### src/rtl/adder_pkg.sv
// Shared definitions for the chunked sequential adder: state encoding,
// default geometry and a width sanity check.
package adder_pkg;

    localparam logic [1:0] ST_IDLE = 2'd0;
    localparam logic [1:0] ST_RUN  = 2'd1;
    localparam logic [1:0] ST_DONE = 2'd2;

    localparam int DEFAULT_WIDTH = 16;
    localparam int DEFAULT_CHUNK = 4;

    typedef enum logic [1:0] {
        IDLE = ST_IDLE,
        RUN  = ST_RUN,
        DONE = ST_DONE
    } adder_state_t;

    function automatic bit width_ok(input int width, input int chunk);
        return (chunk >= 1) && (chunk <= width) && ((width % chunk) == 0);
    endfunction

endpackage

### src/rtl/adder_chunk.sv
// Combinational W-bit slice adder with carry in and carry out; the single
// shared adder stage of adder_chunked_seq.
module adder_chunk #(
    parameter int W = 4
) (
    input  logic [W-1:0] a,
    input  logic [W-1:0] b,
    input  logic         cin,
    output logic [W-1:0] sum,
    output logic         cout
);

    assign {cout, sum} = {1'b0, a} + {1'b0, b} + {{W{1'b0}}, cin};

endmodule

### src/rtl/adder_chunked_seq.sv
// Multi-cycle WIDTH-bit adder that processes one CHUNK-bit slice per clock.
// Optional macro SUB_EN enables subtract mode through the sub input.
module adder_chunked_seq
    import adder_pkg::*;
#(
    parameter int WIDTH = DEFAULT_WIDTH,
    parameter int CHUNK = DEFAULT_CHUNK
) (
    input  logic             clk,
    input  logic             reset,
    input  logic             start,
    input  logic [WIDTH-1:0] a,
    input  logic [WIDTH-1:0] b,
    input  logic             cin,
    input  logic             sub,
    output logic             busy,
    output logic             done,
    output logic [WIDTH-1:0] sum,
    output logic             cout,
    output logic             overflow
);

    localparam int NCHUNK = WIDTH / CHUNK;
    localparam int CW     = $clog2(NCHUNK + 1);
    localparam logic [CW-1:0] LAST = CW'(NCHUNK - 1);

    generate
        if (!width_ok(WIDTH, CHUNK)) begin : g_bad_geometry
            $error("adder_chunked_seq: WIDTH must be a multiple of CHUNK");
        end
    endgenerate

    adder_state_t     state;
    logic [CW-1:0]    cnt;
    logic [WIDTH-1:0] a_sh;
    logic [WIDTH-1:0] b_sh;
    logic [WIDTH-1:0] res;
    logic [WIDTH-1:0] res_next;
    logic             carry;
    logic             a_msb;
    logic             b_msb;
    logic [WIDTH-1:0] b_eff;
    logic             c0;
    logic [CHUNK-1:0] slice_sum;
    logic             slice_cout;

`ifdef SUB_EN
    // Subtraction is a + ~b + 1; the caller's carry-in is discarded.
    assign b_eff = sub ? ~b : b;
    assign c0    = sub ? 1'b1 : cin;
`else
    logic unused_sub;
    assign unused_sub = sub;
    assign b_eff      = b;
    assign c0         = cin;
`endif

    adder_chunk #(.W(CHUNK)) u_chunk (
        .a    (a_sh[CHUNK-1:0]),
        .b    (b_sh[CHUNK-1:0]),
        .cin  (carry),
        .sum  (slice_sum),
        .cout (slice_cout)
    );

    // New slices enter at the top so the LSB slice ends up at the bottom.
    always_comb begin
        res_next = res >> CHUNK;
        res_next[WIDTH-1 -: CHUNK] = slice_sum;
    end

    always_ff @(posedge clk) begin
        if (reset) begin
            state    <= IDLE;
            busy     <= 1'b0;
            done     <= 1'b0;
            sum      <= '0;
            cout     <= 1'b0;
            overflow <= 1'b0;
            cnt      <= '0;
            a_sh     <= '0;
            b_sh     <= '0;
            res      <= '0;
            carry    <= 1'b0;
            a_msb    <= 1'b0;
            b_msb    <= 1'b0;
        end else begin
            done <= 1'b0;
            unique case (state)
                IDLE, DONE: begin
                    if (start) begin
                        a_sh  <= a;
                        b_sh  <= b_eff;
                        carry <= c0;
                        cnt   <= '0;
                        a_msb <= a[WIDTH-1];
                        b_msb <= b_eff[WIDTH-1];
                        busy  <= 1'b1;
                        state <= RUN;
                    end else begin
                        state <= IDLE;
                    end
                end
                RUN: begin
                    a_sh  <= a_sh >> CHUNK;
                    b_sh  <= b_sh >> CHUNK;
                    res   <= res_next;
                    carry <= slice_cout;
                    cnt   <= cnt + 1'b1;
                    // The final slice's top bit is the result MSB.
                    if (cnt == LAST) begin
                        sum      <= res_next;
                        cout     <= slice_cout;
                        overflow <= (a_msb == b_msb) && (slice_sum[CHUNK-1] != a_msb);
                        busy     <= 1'b0;
                        done     <= 1'b1;
                        state    <= DONE;
                    end
                end
                default: state <= IDLE;
            endcase
        end
    end

endmodule

### config.mk
export PLATFORM = sky130hd
export DESIGN_NAME = adder_chunked_seq
export DESIGN_NICKNAME = d
export VERILOG_FILES = /design/src/rtl/adder_pkg.sv /design/src/rtl/adder_chunk.sv /design/src/rtl/adder_chunked_seq.sv
export SDC_FILE = /design/constraint.sdc
export NUM_CORES = 1
export LEC_CHECK = 0
export BUFFER_PORTS_ARGS = -buffer_cell sky130_fd_sc_hd__buf_2
export CAP_MARGIN = 20
export CORE_UTILIZATION = 30
export CTS_CLUSTER_DIAMETER = 60
export DETAILED_ROUTE_END_ITERATION = 12
export GPL_TIMING_DRIVEN = 0
export PLACE_DENSITY = 0.55
export SYNTH_ARGS = -nofsm -noshare
export SYNTH_HDL_FRONTEND = slang
export SYNTH_HIERARCHICAL = 1
export SYNTH_SLANG_ARGS = --single-unit
### constraint.sdc
create_clock -name clk -period 5.6 [get_ports clk]
set_input_delay 0.84 -clock clk [delete_from_list [all_inputs] [get_ports clk]]
set_output_delay 0.84 -clock clk [all_outputs]
set_load 0.02 [all_outputs]
==> impl.org <==
** Finish
- ANT cells :: 0
- Cells with a size suffix above 1 make up between 20% and 30% of the layout.
- The count of cells in the finished layout, fillers not included, comes to 536.
- Net count reported at finish :: 447
- Measured on the finished design, the core utilization comes to 37.8%.
- Area Overhead vs Synth :: 22.3%

** Critical path
- Of all nets on the critical path, the largest fanout is 4.
- Reg-to-reg slack, setup :: between 3 and 4 ns
- Worst reg2reg path startpoint :: a_sh[0]
- Required arrival time at the worst endpoint :: 5.85 ns
- The critical path is of the reg -> reg type.
- Capture point of the worst reg-to-reg path :: overflow
- Number of cells on the worst reg-to-reg path :: 6
- Signal arrival time at the worst endpoint :: between 2 and 2.5 ns
- STA classifies the critical path endpoint as a register.
- STA classifies the critical path startpoint as a register.

** Synth
- The synthesized design contains 0 enable-type register cells.
- Mean Syn Cell Area :: 8.46 um^2
- Warning count from the yosys run :: 6
- The synthesized design contains 72 register bits.
- Distinct cell type count after synthesis :: 29
- sky130_fd_sc_hd__dfxtp_1 is the most common cell in the netlist.
- In the synthesized netlist, the cells that appear most often are sky130_fd_sc_hd__dfxtp_1, sky130_fd_sc_hd__nand2_1, sky130_fd_sc_hd__nor3_1.
- Mapped Cells :: 337
- Of all cell types, the one taking the most synthesized area is sky130_fd_sc_hd__dfxtp_1.
- Fraction of registers with async set/reset :: 0%
- Summed instance area of the synthesized netlist :: 2850 um^2
- Post-synth top flop :: sky130_fd_sc_hd__dfxtp_1
- Cell types occupying the most area after synthesis :: sky130_fd_sc_hd__dfxtp_1, sky130_fd_sc_hd__nand2_1, sky130_fd_sc_hd__nor3_1, sky130_fd_sc_hd__a21oi_1, sky130_fd_sc_hd__o22ai_1
- Area share of the largest cell type after synthesis :: between 50 and 60%
- Sequential-to-total area share from yosys stat :: around half
- The number of nets handed over by synthesis was 382.

** Power and ir drop
- Summed over all cells, the static leakage comes to 1.37 nW.
- Worst vdd ir :: 148 uV
- Power Dens Cells :: between 300 and 400 nW/um^2
- Power comes to between 1 and 1.5 mW.

** STA
- Max Clock Freq :: 0.486 GHz
- The worst path uses a little under two fifths of the clock period.
- Clock skew :: between 0.009 and 0.01 ns
- The clock period could shrink to around 2.1 ns.
- Worst slew pin tran :: roughly 0.57 ns
- Post-route setup TNS :: 0 ns
- Headroom to the max-slew limit came out at 61.9%.
- Setup Viol. Count Final :: 0
- The final count of hold timing violations came to 0.
- Max Slew Vio Count :: 0
- Setup repair after global routing left no endpoint under its margin.
- Setup slack on the critical path of the routed design comes to 3.54 ns.

** Clock network
- Hold repair after CTS inserted 0 buffers.
- TritonCTS built the clock tree.
- Counting every sink on the clock net gives 72.
- Number of buffers between clock root and the deepest sink :: 2
- Clock-pin transition on the worst setup and hold timing paths :: 0.08 ns
- The cell sitting at the root of the clock tree is a sky130_fd_sc_hd__clkbuf_8.
- Post_cts resized :: 0
- At the later pin of the worst-skew pair, clock insertion delay measures 0.34 ns.
- Setup bufs post-CTS :: 0
- Total clock buffers created by CTS :: 9
- CTS built an H-tree with a depth of 3.

** GRT
- Wire length of the first global-routing pass :: 11.9 mm
- Entering global routing, the biggest net connects 14 pins.
- Global routing used 15.4% of the available tracks.
- Total global routing overflow :: 0
- The via count of the first global-routing pass came to 2,413.
- Initial antenna violation count :: 0

** Die
- In this run the count of I/O pins placed on the die edge is 57.
- Die Area :: 9900 um^2
- Effective utilization at floorplan :: 30.9%
- Area inside the core boundary :: 9240 um^2
- Measured along the x axis, the die boundary spans about 99 um.
- The floorplan step set the die height to 99.5 um.
- Row generation in the floorplan step produced 35 rows.

** Flow run
- Max-cap violations in this run came to 0.

** Hold path
- The worst hold path begins at sum[4].
- Worst Hold Path Cells :: 2
- The path class of the tightest hold or removal check is reg -> reg.
- The worst hold path terminates at sum[4].

** Detailed routing
- WL per Instance :: 13.4 um
- The detail route stage leaves a number of antenna-violating nets equal to 0.
- Overall via count from detail_route :: roughly 2,500
- Wire length after detailed routing :: 7.19 mm
- Remaining routing DRC violations :: 0
- In the routed layout, each cell is associated on average with a via count of 4.72.
- Number of optimization iterations in the first detailed-route pass :: 4
- DRT iter0 DRCs :: 107

** Placed design
- The count of buffers added on input and output ports is 54.
- Half-perimeter wire length after placement :: just over 5 mm
- At the end of routability-driven placement, the weighted congestion stood at 0.763.
- Setup WS pre-CTS :: 3.56 ns
- Number of placed instances, taps included :: 520

** Run status
- The flow ran to the end, and the final reports show no timing, DRC or antenna violations.
-- critical path, stage by stage (launching register included) --
cell                       delay (ns)
sky130_fd_sc_hd__dfxtp_1         0.33
sky130_fd_sc_hd__fa_1            0.44
sky130_fd_sc_hd__a21o_1          0.18
sky130_fd_sc_hd__a21oi_2         0.15
sky130_fd_sc_hd__xnor2_1         0.22
sky130_fd_sc_hd__or3b_1          0.39
sky130_fd_sc_hd__a311oi_1        0.26
-- worst max-delay path by stage --
stage	from	to	slack (ns)
final	a_sh[0]	overflow	3.54
after global routing	b_sh[0]	overflow	3.46
after CTS	a_sh[0]	overflow	3.54
after detailed placement	a_sh[0]	overflow	3.56
after global placement	a_sh[0]	overflow	3.59
after floorplan	a_sh[0]	overflow	3.72
-- placed cells by master, fill, tap and decap left out, types with 2 or more instances in the layout --
| master | n |
|---|---|
| sky130_fd_sc_hd__a21oi_1 | 43 |
| sky130_fd_sc_hd__nor2_1 | 4 |
| sky130_fd_sc_hd__nand2_1 | 71 |
| sky130_fd_sc_hd__nor3b_1 | 2 |
| sky130_fd_sc_hd__ha_1 | 6 |
| sky130_fd_sc_hd__buf_2 | 68 |
| sky130_fd_sc_hd__xnor2_1 | 2 |
| sky130_fd_sc_hd__clkbuf_8 | 10 |
| sky130_fd_sc_hd__nand3_1 | 11 |
| sky130_fd_sc_hd__nand2b_1 | 5 |
| sky130_fd_sc_hd__nor2b_1 | 2 |
| sky130_fd_sc_hd__clkbuf_1 | 7 |
| sky130_fd_sc_hd__buf_4 | 3 |
| sky130_fd_sc_hd__o22ai_1 | 24 |
| sky130_fd_sc_hd__nor3_1 | 48 |
| sky130_fd_sc_hd__inv_1 | 5 |
| sky130_fd_sc_hd__buf_6 | 4 |
| sky130_fd_sc_hd__dfxtp_1 | 72 |
| sky130_fd_sc_hd__clkinvlp_4 | 2 |
| sky130_fd_sc_hd__fa_1 | 2 |
| sky130_fd_sc_hd__a311oi_1 | 2 |
-- per-layer routing --
layer | wire (um) | GRT usage, % | up-vias
met1 | 3610 | 20.7 | 1164
met2 | 3130 | 24.0 | 62
met4 | 92 | 5.54 | 0
met5 | 0 | 0 | -
li1 | - | - | 1295
met3 | 364 | 3.94 | 7
-- layout make-up --
type	instances	area, um^2
Buffer	29	168
Clock buffer	10	138
Clock inverter	6	67.6
Fill cell	981	5750
Inverter	5	18.8
Multi-Input combinational cell	231	1220
Sequential cell	72	1440
Tap cell	129	161
Timing Repair Buffer	54	270
-- state kept, by name, indices dropped and copies added, names as in the netlist --
register / flops
done: 1
b_sh: 16
cout: 1
cnt: 3
carry: 1
a_sh: 16
state: 2
res: 12
b_msb: 1
busy: 1
a_msb: 1
overflow: 1
sum: 16
-- cells by family (layout without fill, tap and decap cells) --
logic type               after synthesis  in the layout  share of synthesized area [%]
AO/OA/AOI/OAI                         73             73                           14.4
AND/OR/NAND/NOR                      148            148                           23.8
flip-flops                            72             72                           50.5
XOR/XNOR                               2              2                          0.614
buffers and inverters                 34            104                           6.54
adder cells (fa/ha/maj)                8              8                           4.04
-- report_power, final --
part	internal [mW]	total (mW)	switching (mW)
sequential	0.541	0.560	0.0190
combinational	0.0625	0.149	0.0863
clock	0.219	0.421	0.202
-- metrics by stage --
stage / cell area [um^2] / hold WS [ns]
final: 3490 / 0.455
after global routing: 3490 / 0.478
after CTS: 3490 / 0.458
after detailed placement: 3280 / 0.446
after global placement: 3280 / 0.445
after floorplan: 2850 / 0.432
Power figures use the tool's default switching activity.
